File: config.mk
export PLATFORM = sky130hd
export DESIGN_NAME = l1i_cache_flat
export DESIGN_NICKNAME = d
export VERILOG_FILES = /design/src/rtl/l1i_cache_pkg.sv /design/src/rtl/l1i_cache_if.sv /design/src/rtl/l1i_tag_array.sv /design/src/rtl/l1i_cache.sv /design/src/flat_wrapper.sv
export SDC_FILE = /design/constraint.sdc
export NUM_CORES = 2
export LEC_CHECK = 0
export BUFFER_PORTS_ARGS = -buffer_cell sky130_fd_sc_hd__buf_2
export CAP_MARGIN = 40
export CORE_ASPECT_RATIO = 1.2
export CORE_UTILIZATION = 55
export DETAILED_ROUTE_END_ITERATION = 7
export GPL_ROUTABILITY_DRIVEN = 0
export PLACE_DENSITY = 0.81
export SYNTH_ARGS = -nofsm -noshare
export SYNTH_HDL_FRONTEND = slang
export SYNTH_SLANG_ARGS = --single-unit
File: constraint.sdc
create_clock -name clk -period 7.23 [get_ports clk]
set_input_delay 0.723 -clock clk [delete_from_list [all_inputs] [get_ports clk]]
set_output_delay 0.723 -clock clk [all_outputs]
set_load 0.02 [all_outputs]
File: src/rtl/l1i_cache_pkg.sv
// core_l1i_pkg: shared FSM encoding and address-field widths for the L1 instruction cache
package core_l1i_pkg;

   typedef enum logic [1:0] {IDLE, REQ, FILL} state_t;

   function automatic int off_w(input int line_words);
      return $clog2(line_words);
   endfunction

   function automatic int idx_w(input int sets);
      return $clog2(sets);
   endfunction

   function automatic int tag_w(input int sets, input int line_words);
      return 30 - $clog2(sets) - $clog2(line_words);
   endfunction

endpackage

File: src/rtl/l1i_cache_if.sv
// l1i_cache_if: fetch-side lookup and memory refill signals of the instruction cache
interface l1i_cache_if;

   logic [31:0] l1i_addr_in;
   logic        l1i_val_in;
   logic        l1i_flush_in;
   logic [31:0] l1i_inst_out;
   logic        l1i_ack_out;
   logic        l1i_stall_out;
   logic        mem_req_val_out;
   logic [31:0] mem_req_addr_out;
   logic        mem_req_rdy_in;
   logic        mem_rsp_val_in;
   logic [31:0] mem_rsp_data_in;

   modport slave (
      input  l1i_addr_in, l1i_val_in, l1i_flush_in, mem_req_rdy_in, mem_rsp_val_in, mem_rsp_data_in,
      output l1i_inst_out, l1i_ack_out, l1i_stall_out, mem_req_val_out, mem_req_addr_out
   );

   modport master (
      output l1i_addr_in, l1i_val_in, l1i_flush_in, mem_req_rdy_in, mem_rsp_val_in, mem_rsp_data_in,
      input  l1i_inst_out, l1i_ack_out, l1i_stall_out, mem_req_val_out, mem_req_addr_out
   );

endinterface

File: src/rtl/l1i_tag_array.sv
// l1i_tag_array: per-line valid bits and tags with combinational lookup, refill write and flush-clear
module l1i_tag_array import core_l1i_pkg::*; #(
   parameter int SETS  = 16,
   parameter int TAG_W = 24,
   localparam int IW   = idx_w(SETS)
) (
   input  logic             clk,
   input  logic             rst,
   input  logic [IW-1:0]    rd_idx,
   input  logic [TAG_W-1:0] rd_tag,
   output logic             hit,
   input  logic             wr_en,
   input  logic [IW-1:0]    wr_idx,
   input  logic [TAG_W-1:0] wr_tag,
   input  logic             flush
);

   logic [SETS-1:0]  valid;
   logic [TAG_W-1:0] tags [SETS];

   assign hit = valid[rd_idx] && tags[rd_idx] == rd_tag;

   // valid bits: flush beats a same-cycle refill completion
   always_ff @(posedge clk) begin
      if (rst || flush) valid <= '0;
      else if (wr_en) valid[wr_idx] <= 1'b1;
   end

   // tags are not reset; a line only counts once its valid bit is set
   always_ff @(posedge clk) begin
      if (wr_en) tags[wr_idx] <= wr_tag;
   end

endmodule

File: src/rtl/l1i_cache.sv
// l1i_cache: direct-mapped read-only instruction cache with whole-line refill on miss
module l1i_cache import core_l1i_pkg::*; #(
   parameter int SETS       = 16,
   parameter int LINE_WORDS = 4
) (
   input logic       clk,
   input logic       rst,
   l1i_cache_if.slave bus
);

   localparam int OW = off_w(LINE_WORDS);
   localparam int IW = idx_w(SETS);
   localparam int TW = tag_w(SETS, LINE_WORDS);

   state_t        state, nxt;
   logic [TW-1:0] tag, l_tag;
   logic [IW-1:0] idx, l_idx;
   logic [OW-1:0] off, cnt;
   logic          hit, last, flushed, wr_en;
   logic [31:0]   data [SETS][LINE_WORDS];
   logic          unused;

   assign off    = bus.l1i_addr_in[OW+1:2];
   assign idx    = bus.l1i_addr_in[OW+IW+1:OW+2];
   assign tag    = bus.l1i_addr_in[31:OW+IW+2];
   assign unused = &{1'b0, bus.l1i_addr_in[1:0]};
   assign last   = cnt == OW'(LINE_WORDS - 1);
   assign wr_en  = state == FILL && bus.mem_rsp_val_in && last && !flushed;

   l1i_tag_array #(.SETS(SETS), .TAG_W(TW)) u_tags (
      .clk    (clk),
      .rst    (rst),
      .rd_idx (idx),
      .rd_tag (tag),
      .hit    (hit),
      .wr_en  (wr_en),
      .wr_idx (l_idx),
      .wr_tag (l_tag),
      .flush  (bus.l1i_flush_in)
   );

   // next state and outputs; everything is held at zero while reset is asserted
   always_comb begin
      nxt                  = state;
      bus.l1i_ack_out      = 1'b0;
      bus.l1i_inst_out     = '0;
      bus.l1i_stall_out    = 1'b0;
      bus.mem_req_val_out  = 1'b0;
      bus.mem_req_addr_out = '0;
      if (!rst) begin
         case (state)
            IDLE: if (bus.l1i_val_in) begin
               bus.l1i_ack_out   = hit;
               bus.l1i_inst_out  = hit ? data[idx][off] : '0;
               bus.l1i_stall_out = !hit;
               nxt               = hit ? IDLE : REQ;
            end
            REQ: begin
               bus.l1i_stall_out    = 1'b1;
               bus.mem_req_val_out  = 1'b1;
               bus.mem_req_addr_out = {l_tag, l_idx, {(OW+2){1'b0}}};
               nxt                  = bus.mem_req_rdy_in ? FILL : REQ;
            end
            FILL: begin
               bus.l1i_stall_out = 1'b1;
               nxt               = (bus.mem_rsp_val_in && last) ? IDLE : FILL;
            end
            default: nxt = IDLE;
         endcase
      end
   end

   // state, beat counter and the sticky flush-during-refill flag
   always_ff @(posedge clk) begin
      if (rst) begin
         state   <= IDLE;
         cnt     <= '0;
         flushed <= 1'b0;
      end else begin
         state   <= nxt;
         flushed <= state != IDLE && nxt != IDLE && (flushed || bus.l1i_flush_in);
         if (state == REQ && bus.mem_req_rdy_in) cnt <= '0;
         else if (state == FILL && bus.mem_rsp_val_in) cnt <= cnt + 1'b1;
      end
   end

   // latch the missing line so the fetch stage may move its PC during the refill
   always_ff @(posedge clk) begin
      if (state == IDLE && bus.l1i_val_in && !hit) begin
         l_tag <= tag;
         l_idx <= idx;
      end
   end

   // refill beats land in the latched line, word 0 first
   always_ff @(posedge clk) begin
      if (!rst && state == FILL && bus.mem_rsp_val_in) data[l_idx][cnt] <= bus.mem_rsp_data_in;
   end

endmodule

File: src/flat_wrapper.sv
// flat-port wrapper written by rule: the top's interface ports become plain ports
module l1i_cache_flat import core_l1i_pkg::*;
#(
   parameter int SETS       = 16,
   parameter int LINE_WORDS = 4
)
  (clk, rst, bus_l1i_addr_in, bus_l1i_val_in, bus_l1i_flush_in, bus_mem_req_rdy_in, bus_mem_rsp_val_in, bus_mem_rsp_data_in, bus_l1i_inst_out, bus_l1i_ack_out, bus_l1i_stall_out, bus_mem_req_val_out, bus_mem_req_addr_out);
  l1i_cache_if bus_i ();
  input logic clk;
  input logic rst;
  input wire logic [$bits(bus_i.l1i_addr_in)-1:0] bus_l1i_addr_in;
  input wire logic [$bits(bus_i.l1i_val_in)-1:0] bus_l1i_val_in;
  input wire logic [$bits(bus_i.l1i_flush_in)-1:0] bus_l1i_flush_in;
  input wire logic [$bits(bus_i.mem_req_rdy_in)-1:0] bus_mem_req_rdy_in;
  input wire logic [$bits(bus_i.mem_rsp_val_in)-1:0] bus_mem_rsp_val_in;
  input wire logic [$bits(bus_i.mem_rsp_data_in)-1:0] bus_mem_rsp_data_in;
  output wire logic [$bits(bus_i.l1i_inst_out)-1:0] bus_l1i_inst_out;
  output wire logic [$bits(bus_i.l1i_ack_out)-1:0] bus_l1i_ack_out;
  output wire logic [$bits(bus_i.l1i_stall_out)-1:0] bus_l1i_stall_out;
  output wire logic [$bits(bus_i.mem_req_val_out)-1:0] bus_mem_req_val_out;
  output wire logic [$bits(bus_i.mem_req_addr_out)-1:0] bus_mem_req_addr_out;
  assign bus_i.l1i_addr_in = bus_l1i_addr_in;
  assign bus_i.l1i_val_in = bus_l1i_val_in;
  assign bus_i.l1i_flush_in = bus_l1i_flush_in;
  assign bus_i.mem_req_rdy_in = bus_mem_req_rdy_in;
  assign bus_i.mem_rsp_val_in = bus_mem_rsp_val_in;
  assign bus_i.mem_rsp_data_in = bus_mem_rsp_data_in;
  assign bus_l1i_inst_out = bus_i.l1i_inst_out;
  assign bus_l1i_ack_out = bus_i.l1i_ack_out;
  assign bus_l1i_stall_out = bus_i.l1i_stall_out;
  assign bus_mem_req_val_out = bus_i.mem_req_val_out;
  assign bus_mem_req_addr_out = bus_i.mem_req_addr_out;
  l1i_cache #(.SETS(SETS), .LINE_WORDS(LINE_WORDS)) u_core (.clk(clk), .rst(rst), .bus(bus_i));
endmodule
==> flow_metrics.tcl <==
set metrics [dict create \
    status "finished, violations left" \
    violations "design-rule violations" \
    dr.pass1.iters 8 \
    final_cells 6725 \
    nets 4314 \
    power_mw 29.3 \
    clk_latency_ps 880 \
    cts_sinks 2481 \
    synth_area_um2 95600 \
    p_per_area_nw_per_um2 271 \
    grt_pass1_wl_um 362000 \
    syn_to_final_growth_pct 13.0 \
    worstPathArrival_ps 5020 \
    netlist_instances 3932 \
    cts_setup_buffers 0 \
    io_pins 137 \
    final_layout_size_suffix_gt1_share_pct 33.8 \
    dominantRegCellSynth "edfxtp_1" \
    setup_viol 0 \
    via_count 47700 \
    vias_per_cell 7.09 \
    clk_root_buffer_cell "clkbuf_16" \
    grt_max_degree 119 \
    grt-ovfl-total 0 \
    maxSlewHeadroom_pct 36.2 \
    ys_seq_area_share_pct 77.7 \
    hpwl_um 125000 \
    post-route-util_pct 62.6 \
    ys_warn_count 0 \
    fin_setup_tns_ps 0 \
    max_freq_mhz 174 \
    post_dp_cell_area_um2 101000 \
    start_util_pct 55.4 \
    routedWlPerCell_um 38.7 \
    ant_nets 0 \
    worstMarginPinSlew_ps 957 \
    finalWirelength_um 260000 \
    syn_avg_cell_area_um2 24.3 \
    fin_ws_ps 1490 \
    port-buffer-count 130 \
    timing.final.crit_period_ps 5740 \
    synth_area_leaders "edfxtp_1, mux4_2, mux2i_1" \
    fin_crit_sh_pct 79.4 \
    hold-worst-slack_ps 61.0 \
    ys_async_sr_fraction_pct 0 \
    grt_usage_pct 29.7 \
    reg2reg_depth 9 \
    initialDrtViolationCount 8081 \
    finalInstanceArea_um2 108000 \
    htree_levels 4 \
    dp.cells 6285 \
    fin_skew_ps 39.7 \
    cp-start-kind "primary input" \
    die_height_um 459 \
    place_ws_ps 1600 \
    first_global_vias 48100 \
    dieArea_um2 176000 \
    path_max_fanout 83 \
    hold_class "in2reg" \
    cts_resized 0 \
    synth_edf_count 2460 \
    cap_violations 0 \
    rrSetupSlack_ps 3980 \
    clockBufferDepth 3 \
    core_area_um2 173000 \
    yosysTopAreaCell "edfxtp_1" \
    slew_violations 0 \
    fp.dieW_um 383 \
    power.leakage_nw 33.6 \
    cts_tree "yes" \
    crit_type "in2out" \
    end_kind "primary output" \
    synthTopCellsByCount "edfxtp_1, mux4_2, nor2_1" \
    drc_errors 40 \
    antenna_found_initial 45 \
    cts_buffers 221 \
    ys_types 64 \
    placementRows 167 \
    rsz0062_at_grt "no" \
    synth-seq-cells 2481 \
    cts_hold_buf 0 \
    hold_viol_final 0 \
    hold_depth 1 \
    required_ps 6510 \
    cts.clk_slew.worst_paths_ps 60 \
    yosys.area.top_type_share_pct 77.2 \
    synth_most_common_cell "edfxtp_1" \
    ir_drop_mv 0.270 \
]
[report_power, final]
part           leakage (nW)  internal [mW]  switching [mW]
clock                  3.55           6.53            5.41
combinational          7.75          0.597           0.866
sequential             22.3           15.8          0.0610
[cells in the final DEF (no fill, tap or decap), drive strengths merged, types with 3 or more instances in the layout]
cell / synthesis / routed
edfxtp: 2460 / 2460
mux4: 736 / 736
buf: 136 / 282
clkbuf: 69 / 266
clkinv: 0 / 117
nor2: 104 / 104
mux2i: 66 / 66
nand2: 41 / 41
nor3b: 32 / 32
mux2: 30 / 30
and2: 28 / 28
bufinv: 0 / 21
dfxtp: 21 / 21
o21a: 20 / 20
xnor2: 19 / 19
inv: 11 / 19
diode: 0 / 15
nor2b: 12 / 12
o22ai: 12 / 12
xor2: 11 / 11
nand3: 10 / 10
o21ai: 10 / 10
nand2b: 9 / 9
a221oi: 9 / 9
a22o: 8 / 8
ha: 8 / 8
a21oi: 7 / 7
nor3: 7 / 7
a22oi: 5 / 5
clkinvlp: 0 / 5
a31oi: 5 / 5
a221o: 4 / 4
o211ai: 4 / 4
o221ai: 4 / 4
conb: 1 / 4
and3: 3 / 3
nor4: 3 / 3
[final cells by class]
| type | instances | area [µm²] |
|---|---|---|
| Inverter | 11 | 41.3 |
| Clock inverter | 151 | 1360 |
| Fill cell | 10500 | 64500 |
| Clock buffer | 265 | 5850 |
| Sequential cell | 2481 | 74300 |
| Timing Repair Buffer | 283 | 2790 |
| Multi-Input combinational cell | 1238 | 20800 |
| Antenna cell | 15 | 37.5 |
| Tap cell | 2281 | 2850 |
[worst paths after layout]
check                                         endpoint                        from
worst max-delay path               bus_l1i_inst_out[0]          bus_l1i_addr_in[5]
worst min-delay path                  u_core.l_tag[11]         bus_l1i_addr_in[19]
worst max register to register         u_core.state[0]  u_core.u_tags.tags[15][21]
worst min register to register  u_core.u_tags.valid[1]      u_core.u_tags.valid[1]
[per-layer routing]
layer	wire, µm	GRT usage [%]	vias to the layer above
li1	-	-	17600
met1	85800	37.6	24900
met2	130000	48.7	4350
met3	31000	6.93	807
met4	13200	14.3	48
met5	299	0	-
[critical path: stages]
cell and delay (ps):
buf_8 530, buf_4 770, buf_4 590, buf_16 320
mux4_2 370, mux4_2 540, mux4_2 640, nor3b_1 210
buf_2 170
[sequential cells by signal, summed over array words and instances, names as in the netlist]
register / count
u_core.data: 2048
u_core.u_tags.tags: 384
u_core.l_tag: 24
u_core.u_tags.valid: 16
u_core.l_idx: 4
u_core.cnt: 2
u_core.state: 2
u_core.flushed: 1
[logic make-up after synthesis]
| family | Yosys count | synth area share, % |
|---|---|---|
| xor+xnor | 30 | 0.275 |
| flops | 2481 | 77.7 |
| other cells | 1 | 0.00392 |
| fa+ha+maj | 8 | 0.105 |
| buf+inv | 216 | 1.19 |
| simple gates | 259 | 1.56 |
| mux | 832 | 18.4 |
| compound gates | 105 | 0.816 |
Note: power is estimated with default switching activity, not from simulation.
